File: src/rtl/uart_tx_scheduler.sv
// rtl/uart_tx_scheduler.sv - round-robin byte scheduler in front of a single uart_transmit
//
// Purpose:
//   Lets NUM_REQ on-chip byte producers share one uart_transmit instance.
//   Each requester offers a byte over a valid/ready handshake; one byte is
//   accepted per grant, picked round-robin. The accepted byte is handed to
//   uart_transmit with a one-cycle dataReady pulse. Because uart_transmit has
//   no busy output, the frame length is timed locally before the next grant.
//
// Ports:
//   clock          in   single clock domain
//   reset          in   synchronous, active-high
//   enable         in   1 = new grants allowed; a frame in flight always completes
//   req_valid      in   [NUM_REQ]    requester i offers req_data[8*i+:8]
//   req_data       in   [8*NUM_REQ]  packed requester bytes
//   req_ready      out  [NUM_REQ]    one-hot accept strobe, only ever high in IDLE
//   tx_data_ready  out  one-cycle pulse to uart_transmit.dataReady
//   tx_data_in     out  [8] byte to uart_transmit.dataIn, held through the frame
//   busy           out  high in every state except IDLE
//   grant_id       out  index of the last granted requester
//   frame_done     out  one-cycle pulse on the last cycle of the frame

module uart_tx_scheduler #(
  parameter int NUM_REQ      = 4,
  parameter int CLKS_PER_BIT = 521,
  parameter int FRAME_BITS   = 10,
  parameter int GAP_CYCLES   = 0
) (
  input  logic                       clock,
  input  logic                       reset,
  input  logic                       enable,
  input  logic [NUM_REQ-1:0]         req_valid,
  input  logic [8*NUM_REQ-1:0]       req_data,
  output logic [NUM_REQ-1:0]         req_ready,
  output logic                       tx_data_ready,
  output logic [7:0]                 tx_data_in,
  output logic                       busy,
  output logic [$clog2(NUM_REQ)-1:0] grant_id,
  output logic                       frame_done
);

  localparam int ID_W         = $clog2(NUM_REQ);
  localparam int FRAME_CYCLES = CLKS_PER_BIT * FRAME_BITS;
  localparam int CNT_W        = (FRAME_CYCLES > 1) ? $clog2(FRAME_CYCLES) : 1;
  localparam int GAP_W        = (GAP_CYCLES > 1) ? $clog2(GAP_CYCLES) : 1;

  localparam logic [CNT_W-1:0] CNT_LAST = CNT_W'(FRAME_CYCLES - 1);
  localparam logic [GAP_W-1:0] GAP_LAST = GAP_W'((GAP_CYCLES > 0) ? GAP_CYCLES - 1 : 0);
  localparam logic [ID_W-1:0]  RR_INIT  = ID_W'(NUM_REQ - 1);

  typedef enum logic [1:0] {
    IDLE = 2'd0,
    LOAD = 2'd1,
    SEND = 2'd2,
    GAP  = 2'd3
  } state_t;

  state_t           state;
  state_t           state_next;
  logic [CNT_W-1:0] frame_cnt;
  logic [GAP_W-1:0] gap_cnt;
  logic [ID_W-1:0]  rr_last;

  // ---------------------------------------------------------------------------
  // Round-robin search: first valid requester starting one past the last grant.
  // rr_last resets to NUM_REQ-1 so requester 0 is searched first.
  // ---------------------------------------------------------------------------
  logic            win_found;
  logic [ID_W-1:0] win_idx;
  logic [7:0]      win_data;
  logic [ID_W-1:0] probe;

  always_comb begin
    win_found = 1'b0;
    win_idx   = '0;
    win_data  = '0;
    probe     = '0;
    for (int k = 1; k <= NUM_REQ; k++) begin
      probe = ID_W'((int'(rr_last) + k) % NUM_REQ);
      if (!win_found && req_valid[probe]) begin
        win_found = 1'b1;
        win_idx   = probe;
        win_data  = req_data[{probe, 3'b000} +: 8];
      end
    end
  end

  // A grant is only offered while reset is low: a handshake completed on a
  // reset edge would be silently discarded, so the requester must not see it.
  logic take;
  assign take = (state == IDLE) && enable && win_found && !reset;

  // ---------------------------------------------------------------------------
  // FSM: state register
  // ---------------------------------------------------------------------------
  always_ff @(posedge clock) begin
    if (reset) begin
      state <= IDLE;
    end else begin
      state <= state_next;
    end
  end

  // ---------------------------------------------------------------------------
  // FSM: next state and outputs
  // ---------------------------------------------------------------------------
  always_comb begin
    state_next    = state;
    req_ready     = '0;
    tx_data_ready = 1'b0;
    busy          = 1'b1;
    frame_done    = 1'b0;
    case (state)
      IDLE: begin
        busy = 1'b0;
        if (take) begin
          req_ready[win_idx] = 1'b1;
          state_next         = LOAD;
        end
      end
      LOAD: begin
        tx_data_ready = 1'b1;
        state_next    = SEND;
      end
      SEND: begin
        // enable is deliberately ignored here: a started frame always runs out.
        if (frame_cnt == CNT_LAST) begin
          frame_done = 1'b1;
          state_next = (GAP_CYCLES > 0) ? GAP : IDLE;
        end
      end
      GAP: begin
        if (gap_cnt == GAP_LAST) begin
          state_next = IDLE;
        end
      end
      default: begin
        state_next = IDLE;
      end
    endcase
  end

  // ---------------------------------------------------------------------------
  // Datapath: captured byte, grant bookkeeping and the frame/gap timers
  // ---------------------------------------------------------------------------
  always_ff @(posedge clock) begin
    if (reset) begin
      tx_data_in <= '0;
      grant_id   <= '0;
      rr_last    <= RR_INIT;
    end else if (take) begin
      tx_data_in <= win_data;
      grant_id   <= win_idx;
      rr_last    <= win_idx;
    end
  end

  // Counters sit at zero outside their state, so entering SEND or GAP always
  // starts a fresh count and the frame counter never wraps.
  always_ff @(posedge clock) begin
    if (reset) begin
      frame_cnt <= '0;
      gap_cnt   <= '0;
    end else begin
      if (state == SEND && frame_cnt != CNT_LAST) begin
        frame_cnt <= frame_cnt + 1'b1;
      end else begin
        frame_cnt <= '0;
      end
      if (state == GAP && gap_cnt != GAP_LAST) begin
        gap_cnt <= gap_cnt + 1'b1;
      end else begin
        gap_cnt <= '0;
      end
    end
  end

endmodule

File: config.mk
export PLATFORM = sky130hd
export DESIGN_NAME = uart_tx_scheduler
export DESIGN_NICKNAME = d
export VERILOG_FILES = /design/src/rtl/uart_tx_scheduler.sv
export SDC_FILE = /design/constraint.sdc
export NUM_CORES = 1
export LEC_CHECK = 0
export ABC_AREA = 1
export CORE_MARGIN = 2
export CORE_UTILIZATION = 50
export DETAILED_ROUTE_END_ITERATION = 8
export GPL_TIMING_DRIVEN = 0
export PLACE_DENSITY = 0.8
export SLEW_MARGIN = 20
export SYNTH_ARGS = -nofsm -noshare
export SYNTH_HDL_FRONTEND = slang
export SYNTH_SLANG_ARGS = --single-unit
File: constraint.sdc
create_clock -name clock -period 5.2 [get_ports clock]
set_input_delay 1.04 -clock clock [delete_from_list [all_inputs] [get_ports clock]]
set_output_delay 1.04 -clock clock [all_outputs]
set_load 0.02 [all_outputs]
==> key figures <==
Run status
  – Status: finished, final reports clean

Floorplan
  – Die Span Y: 73.12 um
  – I/O pin count: 56
  – Die width: 73.12 um
  – Core ar.: 4661 um2
  – Rows: 25
  – Die area: 5346 um2
  – Initial Utilization: 51.25%

Cells and area
  – Final net count: 511
  – Fill cell count: 449
  – Share of layout cells above drive strength 1: 8.102%
  – Most common cell after layout, fill and taps aside: nand2_1
  – Multi-input logic area: 1558 um2
  – Area growth from synthesis to layout: 28.86%
  – Commonest non-fill, non-tap cells in the layout: nand2_1, o21ai_0, clkdlybuf4s50_1
  – Sequential Area: 560.5 um2
  – Ant diodes: 0

STA
  – WHS: 476.6 ps
  – Final hold violation count: 0
  – Unrepaired setup endpoints after global routing: no
  – Slew headroom: 65.81%
  – Final period utilization: 82.44%
  – Worst Skew: 2.630 ps
  – Setup TNS: 0 ps
  – Max-slew violation count: 0
  – Final setup fails: 0
  – Fmax: 0.2333 GHz
  – Least-Margin Pin Slew: 512.8 ps
  – Final Critical Period: 4287 ps

Drt
  – Drt drc: 0
  – Vias: 2,790
  – Average vias per placed instance: 5.335
  – Total Wirelength: 6241 um
  – ANT nets after route: 0
  – Initial DRT Pass Iterations: 4
  – Initial DRC count: 126
  – WL per Instance: 11.93 um

Clock network
  – Hold Buf Count CTS: 0
  – Root buffer cell: clkbuf_8
  – CTS tree: built
  – Htree depth: 1
  – Setup Fix Bufs, Post-CTS: 0
  – # clock sinks: 28
  – Clock buffer depth: 2
  – Clock latency on the worst-skew pair: 280 ps
  – Clock slew at reported path FFs: 90 ps
  – Post-cts resize count: 0
  – Clock buffer count from CTS: 3

Critical path
  – Register-to-register setup slack: 3260 ps
  – Startpoint Class: input port
  – Worst Reg2Reg Path Length in Cells: 10
  – Critical R2R Capture: tx_data_in[6]$_SDFFE_PP0N_
  – Worst R2R Start: rr_last[0]$_SDFFE_PP1N_
  – CP Data Arrival Time: 3250 ps
  – Required time of the critical path: 4160 ps
  – Max Fanout on Critical Path: 9
  – Setup crit end kind: output pin
  – CP Class: input port to output pin

Logic synthesis
  – Synth Area in Compound Gates: 22.32%
  – Synthesis-stage register bit count: 28
  – Mux contribution to synthesized area: 0%
  – Synth cell types: 33
  – Post-Syn Area per Cell: 5.826 um2
  – Post-Synth XOR/XNOR Area: 0.7334%
  – Synth Cell Area: 2389 um2
  – Synthesized net count: 451
  – Main combinational cell family by area after synthesis: simple AND/OR/NAND/NOR gates
  – Ys Warns: 0
  – Post-Synth Adder-Cell Area: 1.048%
  – Sequential-to-total area share from yosys stat: 23.47%
  – Gate count after technology mapping: 410
  – Synth Area in Simple Gates: 40.96%

Pwr
  – Sw Pwr: 328.0 uW
  – Logic gate share of total power: 49.5%
  – PwrDens: 268.5 nW/um2
  – Internal Pwr Total: 498.6 uW
  – Pleak: 0.001399 uW
  – Flop pwr share: 29.7%
  – Clock power frac: 20.8%
  – Net Sw Frac: 39.68%
  – Max IR drop VDD: 0.0001604 V

Global route
  – Initial antenna violation count: 0
  – Largest net degree at the start of global routing: 17
  – Total track usage: 23.52%
  – Vias in the first global route: 2,448
  – First-pass GRT wire length: 10,230 um
  – Total congestion overflow: 0

Min path
  – Worst Hold Path Cells: 1
  – Min-Delay Path Class: flop to flop
  – Worst hold start: frame_cnt[0]$_SDFF_PP0_
  – Hold endpoint: frame_cnt[0]$_SDFF_PP0_

Placed design
  – Final HPWL from detailed placement: 5059 um
  – PortBufs: 55
  – GP Congestion: 0.8431

Run
  – Max-cap violations: 0
==> critical path, stage by stage <==
cell             delay, ps
clkdlybuf4s50_1        450
nand2_1                 80
nand2_1                 70
nand2_1                120
nand2_4                100
nor2_2                 350
a21oi_1                 80
nand2_1                 70
nand2_1                 70
inv_1                   70
nand2_1                 60
nor2_1                  90
clkdlybuf4s50_1        600
==> routing by layer <==
layer	vias up	share of wire [%]	track usage, %	routed length (um)
met4	0	0.51	3.704	32
met5	-	0	0	0
met2	56	53	45.45	3305
met3	4	3.8	3.453	240
met1	1288	43	27.39	2663
li1	1442	-	-	-
==> how the worst max path moves through the flow <==
| stage | startpoint | cells past startpoint | end |
|---|---|---|---|
| floorplan | req_valid[3] | 7 | req_ready[0] |
| global placement | req_valid[1] | 13 | req_ready[3] |
| detailed placement | req_valid[1] | 13 | req_ready[3] |
| CTS | req_valid[1] | 13 | req_ready[3] |
| global route | req_valid[1] | 13 | req_ready[3] |
| finish | req_valid[1] | 13 | req_ready[3] |
==> synthesized netlist by cell type <==
| cell | count | area (um2) |
|---|---|---|
| nand2_1 | 137 | 514.2 |
| nand3_2 | 2 | 20.02 |
| nand3_1 | 14 | 70.07 |
| a31oi_1 | 1 | 6.260 |
| conb_1 | 1 | 3.750 |
| dfxtp_1 | 28 | 560.5 |
| a211oi_1 | 1 | 7.510 |
| inv_2 | 4 | 15.01 |
| xor2_1 | 2 | 17.52 |
| buf_2 | 3 | 15.01 |
| nand4_1 | 1 | 6.260 |
| nor2_8 | 1 | 20.02 |
| buf_1 | 1 | 3.750 |
| a31o_2 | 1 | 8.760 |
| nor2_4 | 1 | 11.26 |
| inv_1 | 33 | 123.9 |
| nor3_4 | 1 | 16.27 |
| nor4_1 | 2 | 12.51 |
| clkbuf_1 | 10 | 37.54 |
| o21a_1 | 3 | 22.52 |
| nand3_4 | 1 | 17.52 |
| nor3_1 | 5 | 25.02 |
| o21ai_0 | 64 | 320.3 |
| ha_1 | 2 | 25.02 |
| buf_4 | 1 | 7.510 |
| nand2_4 | 5 | 56.30 |
| nor2_1 | 36 | 135.1 |
| nor3b_1 | 4 | 30.03 |
| nor2_2 | 1 | 6.260 |
| nand2_2 | 6 | 37.54 |
| buf_6 | 6 | 67.56 |
| o211ai_2 | 1 | 12.51 |
| a21oi_1 | 31 | 155.2 |
==> power by group through the flow <==
| stage | combinational, uW | clock [uW] | sequential, uW |
|---|---|---|---|
| after global placement | 398 | 0 | 250 |
| after global routing | 454 | 180 | 247 |
| final | 409 | 172 | 245 |
| after detailed placement | 406 | 0 | 250 |
| after CTS | 408 | 173 | 245 |
| after floorplan | 265 | 0 | 264 |
==> flip-flops by register name (all words and copies together) (netlist names) <==
name        cells
rr_last         2
grant_id        2
frame_cnt      13
gap_cnt         1
state           2
tx_data_in      8
==> cells by family (layout without fill, tap and decap cells) <==
family	after synthesis	count (layout)
and+or+nand+nor	217	217
AOI/OAI and AO/OA	102	102
buffers and inverters	58	117
DFF	28	28
adders and majority gates	2	2
xor gates and xnor gates	2	2
other	1	1
==> cell type report <==
| cell class | count | area share (%) |
|---|---|---|
| Buffer | 21 | 4.268 |
| Clock buffer | 3 | 1.341 |
| Clock inverter | 1 | 0.9756 |
| Inverter | 37 | 4.512 |
| Multi-Input combinational cell | 324 | 50.61 |
| Sequential cell | 28 | 18.21 |
| Tap cell | 54 | 2.195 |
| Timing Repair Buffer | 55 | 17.89 |
==> through the flow <==
step	utilization, %	instance area [um2]	total power, uW	instances	setup WS, ps
2_1_floorplan	-	2389	528.5	410	2011
3_3_place_gp	64.51	3007	648.3	519	937.4
3_5_place_dp	64.51	3007	655.6	519	924.5
4_1_cts	66.04	3078	825.8	523	910.4
5_1_grt	66.04	3078	881.5	523	721.2
6_report	66.04	3078	826.6	523	913.1
No activity file was read; power rests on OpenSTA's default activity.
